[config.mk]
export PLATFORM = sky130hd
export DESIGN_NAME = mpu_sample_assembler
export DESIGN_NICKNAME = d
export VERILOG_FILES = /design/src/rtl/mpu_pkg.sv /design/src/rtl/mpu_display_mux.sv /design/src/rtl/mpu_sample_assembler.sv
export SDC_FILE = /design/constraint.sdc
export NUM_CORES = 1
export LEC_CHECK = 0
export ABC_AREA = 1
export CAP_MARGIN = 20
export CORE_MARGIN = 1
export CORE_UTILIZATION = 40
export DETAILED_ROUTE_END_ITERATION = 16
export DONT_BUFFER_PORTS = 1
export GPL_TIMING_DRIVEN = 0
export PLACE_DENSITY_LB_ADDON = 0.3
export SKIP_LAST_GASP = 1
export SLEW_MARGIN = 25
export SYNTH_ARGS = -nofsm -noshare
export SYNTH_HDL_FRONTEND = slang
export SYNTH_SLANG_ARGS = --single-unit
export TNS_END_PERCENT = 5
[constraint.sdc]
create_clock -name clk -period 3.7 [get_ports clk]
set_input_delay 0.74 -clock clk [delete_from_list [all_inputs] [get_ports clk]]
set_output_delay 0.74 -clock clk [all_outputs]
set_load 0.02 [all_outputs]
[src/rtl/mpu_pkg.sv]
// Shared definitions for the MPU-6050 sample assembler.
// Holds the frame-control state encoding, the default burst length, the
// register address the burst starts from, and the word-slot indices used to
// place the assembled sample words.
package mpu_pkg;

    typedef enum logic [1:0] {
        StIdle    = 2'd0,
        StCollect = 2'd1,
        StCommit  = 2'd2
    } state_e;

    // One burst covers accel (6), temp (2) and gyro (6) registers.
    localparam int unsigned FRAME_BYTES_DEFAULT = 14;

    // Burst reads start at ACCEL_XOUT_H.
    localparam logic [7:0] DATA_BASE_ADDR = 8'h3B;

    localparam int unsigned NUM_WORDS = 7;

    localparam int unsigned AX   = 0;
    localparam int unsigned AY   = 1;
    localparam int unsigned AZ   = 2;
    localparam int unsigned TEMP = 3;
    localparam int unsigned GX   = 4;
    localparam int unsigned GY   = 5;
    localparam int unsigned GZ   = 6;

    // Display selector value that routes the sample counter.
    localparam logic [2:0] SEL_COUNT = 3'd7;

endpackage

[src/rtl/mpu_display_mux.sv]
// Registered display byte selector.
// Ports:
//   clk, reset_bar  - clock and asynchronous active-low reset
//   disp_sel        - 0..6 picks a sample word, 7 picks sample_count
//   disp_hi         - 1 = high byte of the selected word, 0 = low byte
//   words           - committed sample words, word k at [k*WORD_W +: WORD_W]
//   sample_count    - committed-sample counter
//   display         - selected byte, one clock after the selection
module mpu_display_mux
    import mpu_pkg::*;
#(
    parameter int unsigned WORD_W = 16
) (
    input  logic                        clk,
    input  logic                        reset_bar,
    input  logic [2:0]                  disp_sel,
    input  logic                        disp_hi,
    input  logic [NUM_WORDS*WORD_W-1:0] words,
    input  logic [7:0]                  sample_count,
    output logic [7:0]                  display
);

    logic [WORD_W-1:0] sel_word;
    logic [7:0]        display_d;
    logic [7:0]        display_q;

    always_comb begin
        sel_word  = '0;
        display_d = sample_count;
        case (disp_sel)
            3'd0:    sel_word = words[AX*WORD_W   +: WORD_W];
            3'd1:    sel_word = words[AY*WORD_W   +: WORD_W];
            3'd2:    sel_word = words[AZ*WORD_W   +: WORD_W];
            3'd3:    sel_word = words[TEMP*WORD_W +: WORD_W];
            3'd4:    sel_word = words[GX*WORD_W   +: WORD_W];
            3'd5:    sel_word = words[GY*WORD_W   +: WORD_W];
            3'd6:    sel_word = words[GZ*WORD_W   +: WORD_W];
            default: sel_word = '0;
        endcase
        if (disp_sel != SEL_COUNT) begin
            display_d = disp_hi ? sel_word[15:8] : sel_word[7:0];
        end
    end

    always_ff @(posedge clk or negedge reset_bar) begin
        if (!reset_bar) begin
            display_q <= '0;
        end else begin
            display_q <= display_d;
        end
    end

    assign display = display_q;

endmodule

[src/rtl/mpu_sample_assembler.sv]
// Assembles MPU-6050 burst-read bytes into seven big-endian sample words.
// Bytes land in a shadow buffer while a frame is collected; only a complete
// frame closed by frame_end is copied to the outputs, all words at once.
// Ports:
//   clk, reset_bar         - clock and asynchronous active-low reset
//   frame_start, frame_end - burst open / close pulses from the I2C controller
//   byte_valid, byte_data  - received byte strobe and value
//   disp_sel, disp_hi      - display source select
//   accel_*, temp, gyro_*  - last committed sample words
//   sample_valid           - pulse, new sample committed
//   frame_error            - pulse, burst aborted or malformed
//   busy                   - frame control not idle
//   sample_count           - committed-sample counter (wraps)
//   display                - registered display byte
module mpu_sample_assembler
    import mpu_pkg::*;
#(
    parameter int unsigned FRAME_BYTES = FRAME_BYTES_DEFAULT,
    parameter int unsigned WORD_W      = 16
) (
    input  logic              clk,
    input  logic              reset_bar,
    input  logic              frame_start,
    input  logic              byte_valid,
    input  logic [7:0]        byte_data,
    input  logic              frame_end,
    input  logic [2:0]        disp_sel,
    input  logic              disp_hi,
    output logic [WORD_W-1:0] accel_x,
    output logic [WORD_W-1:0] accel_y,
    output logic [WORD_W-1:0] accel_z,
    output logic [WORD_W-1:0] temp,
    output logic [WORD_W-1:0] gyro_x,
    output logic [WORD_W-1:0] gyro_y,
    output logic [WORD_W-1:0] gyro_z,
    output logic              sample_valid,
    output logic              frame_error,
    output logic              busy,
    output logic [7:0]        sample_count,
    output logic [7:0]        display
);

    localparam int unsigned IDX_W        = $clog2(FRAME_BYTES + 1);
    localparam int unsigned SHADOW_BYTES =
        (FRAME_BYTES > 2 * NUM_WORDS) ? FRAME_BYTES : 2 * NUM_WORDS;
    localparam logic [IDX_W-1:0] IDX_FULL = IDX_W'(FRAME_BYTES);
    localparam logic [IDX_W-1:0] IDX_ONE  = IDX_W'(1);

    state_e            state_q, state_d;
    logic [IDX_W-1:0]  idx_q, idx_d, idx_eff;
    logic [7:0]        shadow_q [SHADOW_BYTES];
    logic              shadow_we;
    logic [IDX_W-1:0]  shadow_waddr;
    logic [WORD_W-1:0] words_q [NUM_WORDS];
    logic              commit;
    logic              err_d;
    // Both pulses pass through one extra stage so they leave together with
    // the committed words already stable, and stay mutually exclusive.
    logic              commit_q, err_q;
    logic              sample_valid_q, frame_error_q;
    logic [7:0]        count_q;
    logic [NUM_WORDS*WORD_W-1:0] words_flat;

    always_comb begin
        state_d      = state_q;
        idx_d        = idx_q;
        idx_eff      = idx_q;
        shadow_we    = 1'b0;
        shadow_waddr = idx_q;
        err_d        = 1'b0;
        commit       = (state_q == StCommit);

        if (frame_start) begin
            // Restart wins over everything else; frame_end is ignored here.
            err_d   = (state_q == StCollect) && (idx_q != '0);
            state_d = StCollect;
            idx_d   = '0;
            if (byte_valid) begin
                shadow_we    = 1'b1;
                shadow_waddr = '0;
                idx_d        = IDX_ONE;
            end
        end else begin
            unique case (state_q)
                StIdle: begin
                    state_d = StIdle;
                end
                StCollect: begin
                    if (byte_valid && (idx_q == IDX_FULL)) begin
                        err_d   = 1'b1;
                        state_d = StIdle;
                        idx_d   = '0;
                    end else begin
                        if (byte_valid) begin
                            shadow_we = 1'b1;
                            idx_eff   = idx_q + IDX_ONE;
                        end
                        idx_d = idx_eff;
                        if (frame_end) begin
                            if (idx_eff == IDX_FULL) begin
                                state_d = StCommit;
                            end else begin
                                err_d   = 1'b1;
                                state_d = StIdle;
                                idx_d   = '0;
                            end
                        end
                    end
                end
                StCommit: begin
                    state_d = StIdle;
                    idx_d   = '0;
                end
                default: begin
                    state_d = StIdle;
                    idx_d   = '0;
                end
            endcase
        end
    end

    always_ff @(posedge clk or negedge reset_bar) begin
        if (!reset_bar) begin
            state_q        <= StIdle;
            idx_q          <= '0;
            commit_q       <= 1'b0;
            err_q          <= 1'b0;
            sample_valid_q <= 1'b0;
            frame_error_q  <= 1'b0;
            count_q        <= '0;
        end else begin
            state_q        <= state_d;
            idx_q          <= idx_d;
            commit_q       <= commit;
            err_q          <= err_d;
            sample_valid_q <= commit_q;
            frame_error_q  <= err_q;
            if (commit_q) begin
                count_q <= count_q + 8'd1;
            end
        end
    end

    // Shadow is cleared on reset so a reset mid-frame leaves nothing behind.
    always_ff @(posedge clk or negedge reset_bar) begin
        if (!reset_bar) begin
            for (int i = 0; i < SHADOW_BYTES; i++) begin
                shadow_q[i] <= '0;
            end
        end else if (shadow_we) begin
            shadow_q[shadow_waddr] <= byte_data;
        end
    end

    // Byte 2k is the high byte, 2k+1 the low byte of word k.
    always_ff @(posedge clk or negedge reset_bar) begin
        if (!reset_bar) begin
            for (int k = 0; k < NUM_WORDS; k++) begin
                words_q[k] <= '0;
            end
        end else if (commit) begin
            for (int k = 0; k < NUM_WORDS; k++) begin
                words_q[k] <= WORD_W'({shadow_q[2*k], shadow_q[2*k+1]});
            end
        end
    end

    always_comb begin
        words_flat = '0;
        for (int k = 0; k < NUM_WORDS; k++) begin
            words_flat[k*WORD_W +: WORD_W] = words_q[k];
        end
    end

    mpu_display_mux #(
        .WORD_W (WORD_W)
    ) u_display_mux (
        .clk          (clk),
        .reset_bar    (reset_bar),
        .disp_sel     (disp_sel),
        .disp_hi      (disp_hi),
        .words        (words_flat),
        .sample_count (count_q),
        .display      (display)
    );

    assign accel_x      = words_q[AX];
    assign accel_y      = words_q[AY];
    assign accel_z      = words_q[AZ];
    assign temp         = words_q[TEMP];
    assign gyro_x       = words_q[GX];
    assign gyro_y       = words_q[GY];
    assign gyro_z       = words_q[GZ];
    assign sample_valid = sample_valid_q;
    assign frame_error  = frame_error_q;
    assign busy         = (state_q != StIdle);
    assign sample_count = count_q;

endmodule

# Yosys cells after proc, flatten, opt, wreduce, memory -nomap -nowiden
# Cells that the tools add are included.
word_totals:
  reg_bits: 250
  in_bits: 17
  wordCells: 86
  out_inout_bits: 131
op_classes:
  eq_ne: 13
  magnitude_cmp: 2
  add_sub_neg: 2
  n_mux: 32
  bitwise_logic: 1
  reduce_logical: 7
ops:
  columns: ["op", "n"]
  rows:
  - ["112-bit bitwise mux", 1]
  - ["16-bit one-hot mux with 7 select lines", 1]
  - ["4-bit 2-to-1 mux", 10]
  - ["8-bit demux with 4-bit select", 1]
  - ["8-bit 2-to-1 mux", 3]
  - ["1-bit 2-to-1 mux", 10]
  - ["2-bit 2-to-1 mux", 5]
  - ["3-bit == test (second input constant)", 3]
  - ["8-bit by 1-bit adder with 8-bit output (second input constant)", 1]
  - ["4-bit == test (second input constant)", 2]
  - ["4-bit one-hot mux with 2 select lines", 1]
  - ["3-bit by 2-bit == test with 1-bit output (second input constant)", 2]
  - ["5-bit >= comparator (second input constant)", 1]
  - ["5-bit by 1-bit < comparator with 1-bit output (second input constant)", 1]
  - ["4-bit inverter with 5-bit output", 1]
  - ["4-bit by 1-bit adder with 4-bit output (second input constant)", 1]
  - ["4-bit by 3-bit inequality test with 1-bit output (second input constant)", 1]
  - ["4-bit nonzero test", 1]
  - ["3-bit by 1-bit == test with 1-bit output (second input constant)", 1]
  - ["1-bit logical AND", 3]
  - ["3-bit zero test", 1]
  - ["3-bit inequality test (second input constant)", 1]
  - ["2-bit by 1-bit == test with 1-bit output (second input constant)", 1]
  - ["2-bit == test (second input constant)", 1]
  - ["3 further kinds", 3]

# Longest topological paths before layout
depth:
  ltp_word: 11
  mapped_depth: 11
  mapped_depth_nobuf: 10

# Cells and area by module
# From an unflattened synthesis, not the netlist that was laid out.
hier_totals:
  cells_unflattened: 1276
  area_unflattened_um2: 11055.6
modules_own_cells:
  columns: ["mod", "area_each_um2", "cells_each", "n_inst"]
  rows:
  - ["mpu_sample_assembler", 9416.5, 975, 1]
  - ["mpu_display_mux", 1639.1, 301, 1]

# Least setup slack after synthesis
# No wires, ideal clock.
synth_timing:
  path_kind: "in2reg"
  startpoint: "input byte_valid"
  endpoint: "register shadow_q[79] in the netlist's numbering"
  setup_ns: 0.133
  path_stages: 11
  path_slack_ns: 1.708
  n_path_buf: 1
  arrival_time_ns: 1.859
  cell_sequence: "inv_1 -> ha_1 -> inv_1 -> nand2_2 -> o21ai_4 -> inv_6 -> nor2_8 -> nand3_4 -> buf_6 -> nand2_1 -> o21ai_2"
synth_between:
  elab_chain_cells: 8
  word_cells_on_any_way: 14
synth_lines:
  columns: ["item", "line_no", "source"]
  rows:
  - ["start, declared", "mpu_sample_assembler.sv:24", "input logic byte_valid,"]
  - ["4-bit 2-to-1 mux", "mpu_sample_assembler.sv:78", "if (byte_valid) begin"]
  - ["4-bit 2-to-1 mux", "mpu_sample_assembler.sv:73", "if (frame_start) begin"]
  - ["4-bit inverter with 5-bit output (implied by the code)", "mpu_sample_assembler.sv:151", "shadow_q[shadow_waddr] <= byte_data;"]
  - ["5-bit >= comparator (implied by the code) / 5-bit by 1-bit < comparator with 1-bit output (equally long branches)", "mpu_sample_assembler.sv:151", null]
  - ["1-bit logical AND (implied by the code)", "mpu_sample_assembler.sv:151", null]
  - ["8-bit 2-to-1 mux (implied by the code)", "mpu_sample_assembler.sv:151", null]
  - ["8-bit demux with 4-bit select", "mpu_sample_assembler.sv:151", null]
  - ["112-bit bitwise mux", "mpu_sample_assembler.sv:151", null]
  - ["end signal, assigned by index", "mpu_sample_assembler.sv:151", null]
  - ["end, declared", "mpu_sample_assembler.sv:51", "logic [7:0] shadow_q [SHADOW_BYTES];"]
# Several ways; a longest one is shown, not always the timed one.
# A chain may end at the register's enable or synchronous reset.

# Worst setup path after layout
layout_timing:
  startpoint: "register state_q[1]"
  endpoint: "register words_q, in the netlist accel_x[1]"
layout_between:
  elab_chain_cells: 1
layout_lines:
  columns: ["item", "line_no", "source"]
  rows:
  - ["start, declared", "mpu_sample_assembler.sv:49", "state_e state_q, state_d;"]
  - ["start signal, assigned", "mpu_sample_assembler.sv:124", "state_q <= StIdle;"]
  - ["start signal, assigned", "mpu_sample_assembler.sv:132", "state_q <= state_d;"]
  - ["2-bit == test", "mpu_sample_assembler.sv:71", "commit = (state_q == StCommit);"]
  - ["end signal, assigned by index", "mpu_sample_assembler.sv:163", "words_q[k] <= WORD_W'({shadow_q[2*k], shadow_q[2*k+1]});"]
  - ["end, declared", "mpu_sample_assembler.sv:54", "logic [WORD_W-1:0] words_q [NUM_WORDS];"]
# No other way between the ends.

==> results.md <==
- Mapped Area: 11100 µm²
- Mapped Avg Cell Area: 8.83 µm²
- Logic pwr share: between 8 and 9%
- DR top layer: met4
- Total CTS buffers: 27
- Leakage power: 6.27 nW
- Number of synthesized flops with an enable pin: 0
- Clock share of power: 41.3%
- Pin count of the biggest net entering global routing: 251
- Cell mode on critical path: nand2_1
- Met3 Wirelength: 3.08 mm
- Worst Path Required: 4170 ps
- Fmax: between 0.4 and 0.5 GHz
- Initial antenna violation count: 0
- Initial core utilization: 40.9%
- Root Buffer: clkbuf_16
- RSZ-0062 raised after global routing: false
- Setup TNS: 0 ps
- Critical Path AT: 2860 ps
- Die Span X: ~170 µm
- Worst setup path startpoint: state_q[1]
- MaxCap Viol Count: 0
- NumNets Final: ~1300
- Area growth, synth to finish: 11.9%
- Synth Net Count: 1278
- Warnings, synthesis: 0
- Minimum clock period: around 2400 ps
- Drt total wl: about 36 mm
- Htree depth: 1
- Outcome: complete, but fails checks
- Crit-path cells: inv_2 > nor2_1 > clkbuf_1 > buf_2 > nand2_1 > nand2_1
- Critical path class: reg2reg
- Reg2reg path depth: 6
- Final Non-Filler Cells: 1676
- CTS max path bufs: 3
- 1st-iter DRT viols: 765
- Met2 wire length: 16.7 mm
- Die H: 169 µm
- Wire length per cell: about 21 µm
- Sink Count: 250
- Final instance area: about 12000 µm²
- Hold slack final: -100 ps
- Placed instance count: 1628
- CP Launch Type: flop
- Seq/Total Area, Yosys: between 50% and 60%
- Max rail drop VDD: 0.000299 V
- Fin crit share: 64.4%
- Internal power: 4.70 mW
- First-pass GRT wire length: roughly 54 mm
- Net switching fraction of the power: 25.4%
- CP endpoint kind: flop
- ANT nets after route: 0
- Top cell type's share of synthesized area: a little under three fifths
- Distinct cells, synth: 33
- Clk_lat worst skew: 540 ps
- Setup-failing EPs final: 0
- N_diodes: 0
- Post-DP Area: between 10000 and 15000 µm²
- CORE AREA: between 20000 and 30000 µm²
- Via count: 8787
- # resized after CTS: 0
- PwrDens: 508 nW/µm²
- FFs w/ async S/R, synth: between 90% and 100%
- Fin. Hold Viols: 250
- Biggest area consumer among synthesized cells: dfrtp_1
- Max stage delay cell, worst path: nor2_1
- Count of input and output buffers: 0
- Area contributors post-synth: dfrtp_1 (56%), nand2_1 (18%), o21ai_1 (3.5%), nand4_1 (3.0%), o21ai_2 (2.8%)
- CTS tree: yes
- Post-synth top cells: nand2_1 (532), dfrtp_1 (250), o21ai_1 (77)
- WL met1: 15.0 mm
- Dpl hpwl: 26.2 mm
- DIE AREA: 28400 µm²
- GRT Util Overall: 25.6%
- Final GP Congestion: 0.951
- I/O pin count: 148
- Vias in the first global route: 8420
- Net Switching: 1.60 mW
- Global route total overflow: 0
- Sequential power share: around half
- CP max FO: 10
- Share of layout cells above drive strength 1: 10.7%
- Slew headroom: a little under a third
- Most instantiated library cell after synthesis: nand2_1
- Slew Viols, Final: 0
- Post-CTS Setup Bufs: 0
- Worst-path clk slew: 60 ps
- Slew at the pin closest to its max-slew limit: 1040 ps
- Core Rows: 60
- Leading register cell type out of synthesis: dfrtp_1
- Critical path's largest stage delay: 770 ps
- Clock Skews: 12.4 ps
- Reg-to-Reg Start: state_q[1]
- DRT Pass-1 Iters: 5
- Remaining DRCs: 0
- Failing checks: hold timing
- Vias/cell: 5.24
- Worst min path class: in2async
- Flop and latch count out of synthesis: 250
- Fillcell total: 2637
- Cells after Synth: 1256
## cells in the final DEF, fill, tap and decap left out, types with 2 or more instances in the layout
master,synthesis,routed
nand2_1,532,532
dfrtp_1,250,250
o21ai_1,77,77
nor2_1,55,55
nand4_1,53,53
clkbuf_1,45,50
inv_1,48,48
nand3_1,45,45
o21ai_2,36,36
o21ai_0,33,33
clkbuf_16,0,27
buf_6,13,13
nand3_4,11,11
buf_2,10,10
inv_2,6,6
nor2_8,5,5
ha_1,5,5
clkbuf_2,0,4
nor3_1,4,4
xor2_1,4,4
clkbuf_8,0,4
inv_6,1,3
xnor2_1,3,3
buf_1,3,3
a21oi_1,2,2
nand2_4,2,2
inv_4,2,2
nor3_4,2,2
nand3b_4,2,2
clkinvlp_4,0,2
clkinv_2,0,2
## metrics by stage
step                utilization [%]  power (mW)  hold slack (ps)  worst slack, ps
global route                   45.8        6.53             -114             1200
finish                         45.8        6.30             -100             1320
global placement               42.6        3.72              335             1070
detailed placement             42.7        3.75              345             1050
floorplan                         -        3.59              331             1710
CTS                            45.8        6.34             -118             1340
## worst paths after layout
path / to / slack [ps]
worst max-delay path: accel_x[1] / 1320
worst min-delay path: gyro_y[11] / -100
worst max register to register: accel_x[1] / 1320
worst min register to register: frame_error / 350
max in group asynchronous: idx_q[1] / 3460
min in group clk: frame_error / 350
## layout make-up
class	count	area, µm²	share of cell area, %
well taps	372	465	3.75
multi-input cells	877	4230	34.1
inverters	57	224	1.81
clock buffers	40	764	6.16
flip-flops and latches	250	6260	50.4
clock inverters	8	81.3	0.656
plain buffers	72	389	3.14
## critical path: cells and delay by family, from the launching register on
kind                   cells  cell delay [ps]
buffers and inverters      3             1010
flip-flops                 1              370
AND/OR/NAND/NOR            3              930
## logic make-up after synthesis
family / after synthesis / share of synthesized area (%)
AND/OR/NAND/NOR: 715 / 28.8
flip-flops: 250 / 56.4
AO/OA/AOI/OAI: 149 / 8.04
buffers and inverters: 129 / 5.48
XOR/XNOR: 7 / 0.553
adder cells (fa/ha/maj): 5 / 0.564
multiplexers: 1 / 0.102
## registers in the layout, summed over array words and instances (netlist names)
name,cells
sample_count,8
state_q,2
accel_x,16
idx_q,4
sample_valid,1
gyro_x,16
temp,16
err_q,1
accel_y,16
shadow_q,112
frame_error,1
u_display_mux.display,8
gyro_z,16
commit_q,1
gyro_y,16
accel_z,16
## per-layer routing
metal	track usage (%)	vias up
li1	-	4108
met1	33.1	4293
met2	41.2	317
met3	7.51	69
met4	8.54	0
met5	0	-
## power by group through the flow
stage	Clock (mW)	Combinational [mW]	Sequential [mW]
floorplan	0	0.420	3.17
global placement	0	0.503	3.21
finish	2.60	0.520	3.18
detailed placement	0	0.521	3.22
CTS	2.64	0.523	3.18
global route	2.73	0.593	3.21
No activity file was read; power rests on OpenSTA's default activity.
==> edit, RTL diff (same flow settings) <==
`WORD_W` is set to 16 in 2 places; all go to 24.
--- a/src/rtl/mpu_display_mux.sv
+++ b/src/rtl/mpu_display_mux.sv
@@ -10,5 +10,5 @@
     import mpu_pkg::*;
 #(
-    parameter int unsigned WORD_W = 16
+    parameter int unsigned WORD_W = 24
 ) (
     input  logic                        clk,
--- a/src/rtl/mpu_sample_assembler.sv
+++ b/src/rtl/mpu_sample_assembler.sv
@@ -17,5 +17,5 @@
 #(
     parameter int unsigned FRAME_BYTES = FRAME_BYTES_DEFAULT,
-    parameter int unsigned WORD_W      = 16
+    parameter int unsigned WORD_W      = 24
 ) (
     input  logic              clk,
Interface: changed (7 resized); port bits go from 148 to 204. No check against the original RTL was run, so the function may have changed too.
==> edit against the unedited design <==
  * Worst setup slack improved by 0.047 ns
  * Synthesized area rose by 3.8%
  * Power fell by 0.24%
  * Wire length is 0.31% higher
  * The run still ends with hold timing left
  * Count of clock-buffer cells in the layout decreased by 3
  * Largest power group unchanged
  * Final area grew 5.0%
  * Sequential cell count unchanged
  * Highest routed layer unchanged
  * Via count rose by 4.1%
==> edit: results (changes against the unedited design) <==
| Metric | Value |
|---|---|
| Status | finished, violations left (unchanged) |
| Failing checks | hold timing (unchanged) |
| R2R setup slack | 1.36 ns (was 1.32 ns) |
| Synth Area in Compound Gates | 7.748% (was 8.045%) |
| First-pass GRT wire length | 53,720 um (was 53,700 um) |
| M1 WL | 14,810 um (was 14,990 um) |
| Sequential-to-total area share from yosys stat | 54.34% (was 56.41%) |
| Non-clk buf share | 6.320% (was 3.137%) |
| Met2 wire length | 15,950 um (was 16,690 um) |
| First DRT Iteration DRCs | 844 (was 765) |
| Nets | 1,420 (was 1,307) |
| PD cells | 482.8 nW/um2 (was 508.2 nW/um2) |
| HPWL Detailed | 26,430 um (was 26,220 um) |
| Int Power | 4.644 mW (was 4.701 mW) |
| Inserted Diodes | 1 (was 0) |
| Non-Clock Buffer Count | 129 (was 72) |
| GRT met1 Usage | 32.40% (was 33.15%) |
| Top cells by area, synth | dfrtp_1, nand2_1, buf_4 (was dfrtp_1, nand2_1, o21ai_1) |
| Post-synthesis mux area share | 0.09780% (was 0.1015%) |
| Fraction of layout cells with a size suffix above 1 | 13.97% (was 10.66%) |
| CP arrival | 2.81 ns (was 2.86 ns) |
| Post-synthesis xor/xnor area fraction | 0.5325% (was 0.5529%) |
| Hold_ws | -0.1094 ns (was -0.1002 ns) |
| DR WL met3 | 4066 um (was 3084 um) |
| Total Wirelength | 36,060 um (was 35,950 um) |
| Final hold vios | 250 (unchanged) |
| Post-Place Cell Area | 12,210 um2 (was 11,560 um2) |
| Clock buf/inv share | 6.215% (was 6.818%) |
| Tot Pwr | 6.289 mW (was 6.304 mW) |
| Comb_multi_in | 933 (was 877) |
| Commonest cells post-synth | nand2_1, dfrtp_1, o21ai_1, buf_4, nor2_1 (was nand2_1, dfrtp_1, o21ai_1, nor2_1, nand4_1) |
## edit: power groups by stage
stage          clock [mW]  combinational [mW]  sequential, mW
3_3_place_gp            0               0.598            3.21
3_5_place_dp            0               0.619            3.22
6_report             2.49               0.620            3.18
2_1_floorplan           0               0.515            3.17
5_1_grt              2.63               0.697            3.20
4_1_cts              2.53               0.621            3.17
## edit: stage by stage
step	setup slack, ns	hold slack (ns)	std cells	utilization (%)
global placement	1.159	0.3341	1746	43.41
detailed placement	1.273	0.3358	1747	43.48
finish	1.363	-0.1094	1796	46.38
floorplan	1.708	0.3312	1368	-
CTS	1.425	-0.1095	1795	46.36
global route	1.291	-0.1214	1795	46.37
## edit: kinds of logic (layout without fill, tap and decap cells)
family / Yosys count / after routing
and+or+nand+nor: 715 / 715
DFF: 250 / 250
buffers and inverters: 185 / 234
AOI/OAI and AO/OA: 149 / 149
xor gates and xnor gates: 7 / 7
adders and majority gates: 5 / 5
other: 1 / 57
muxes: 1 / 1
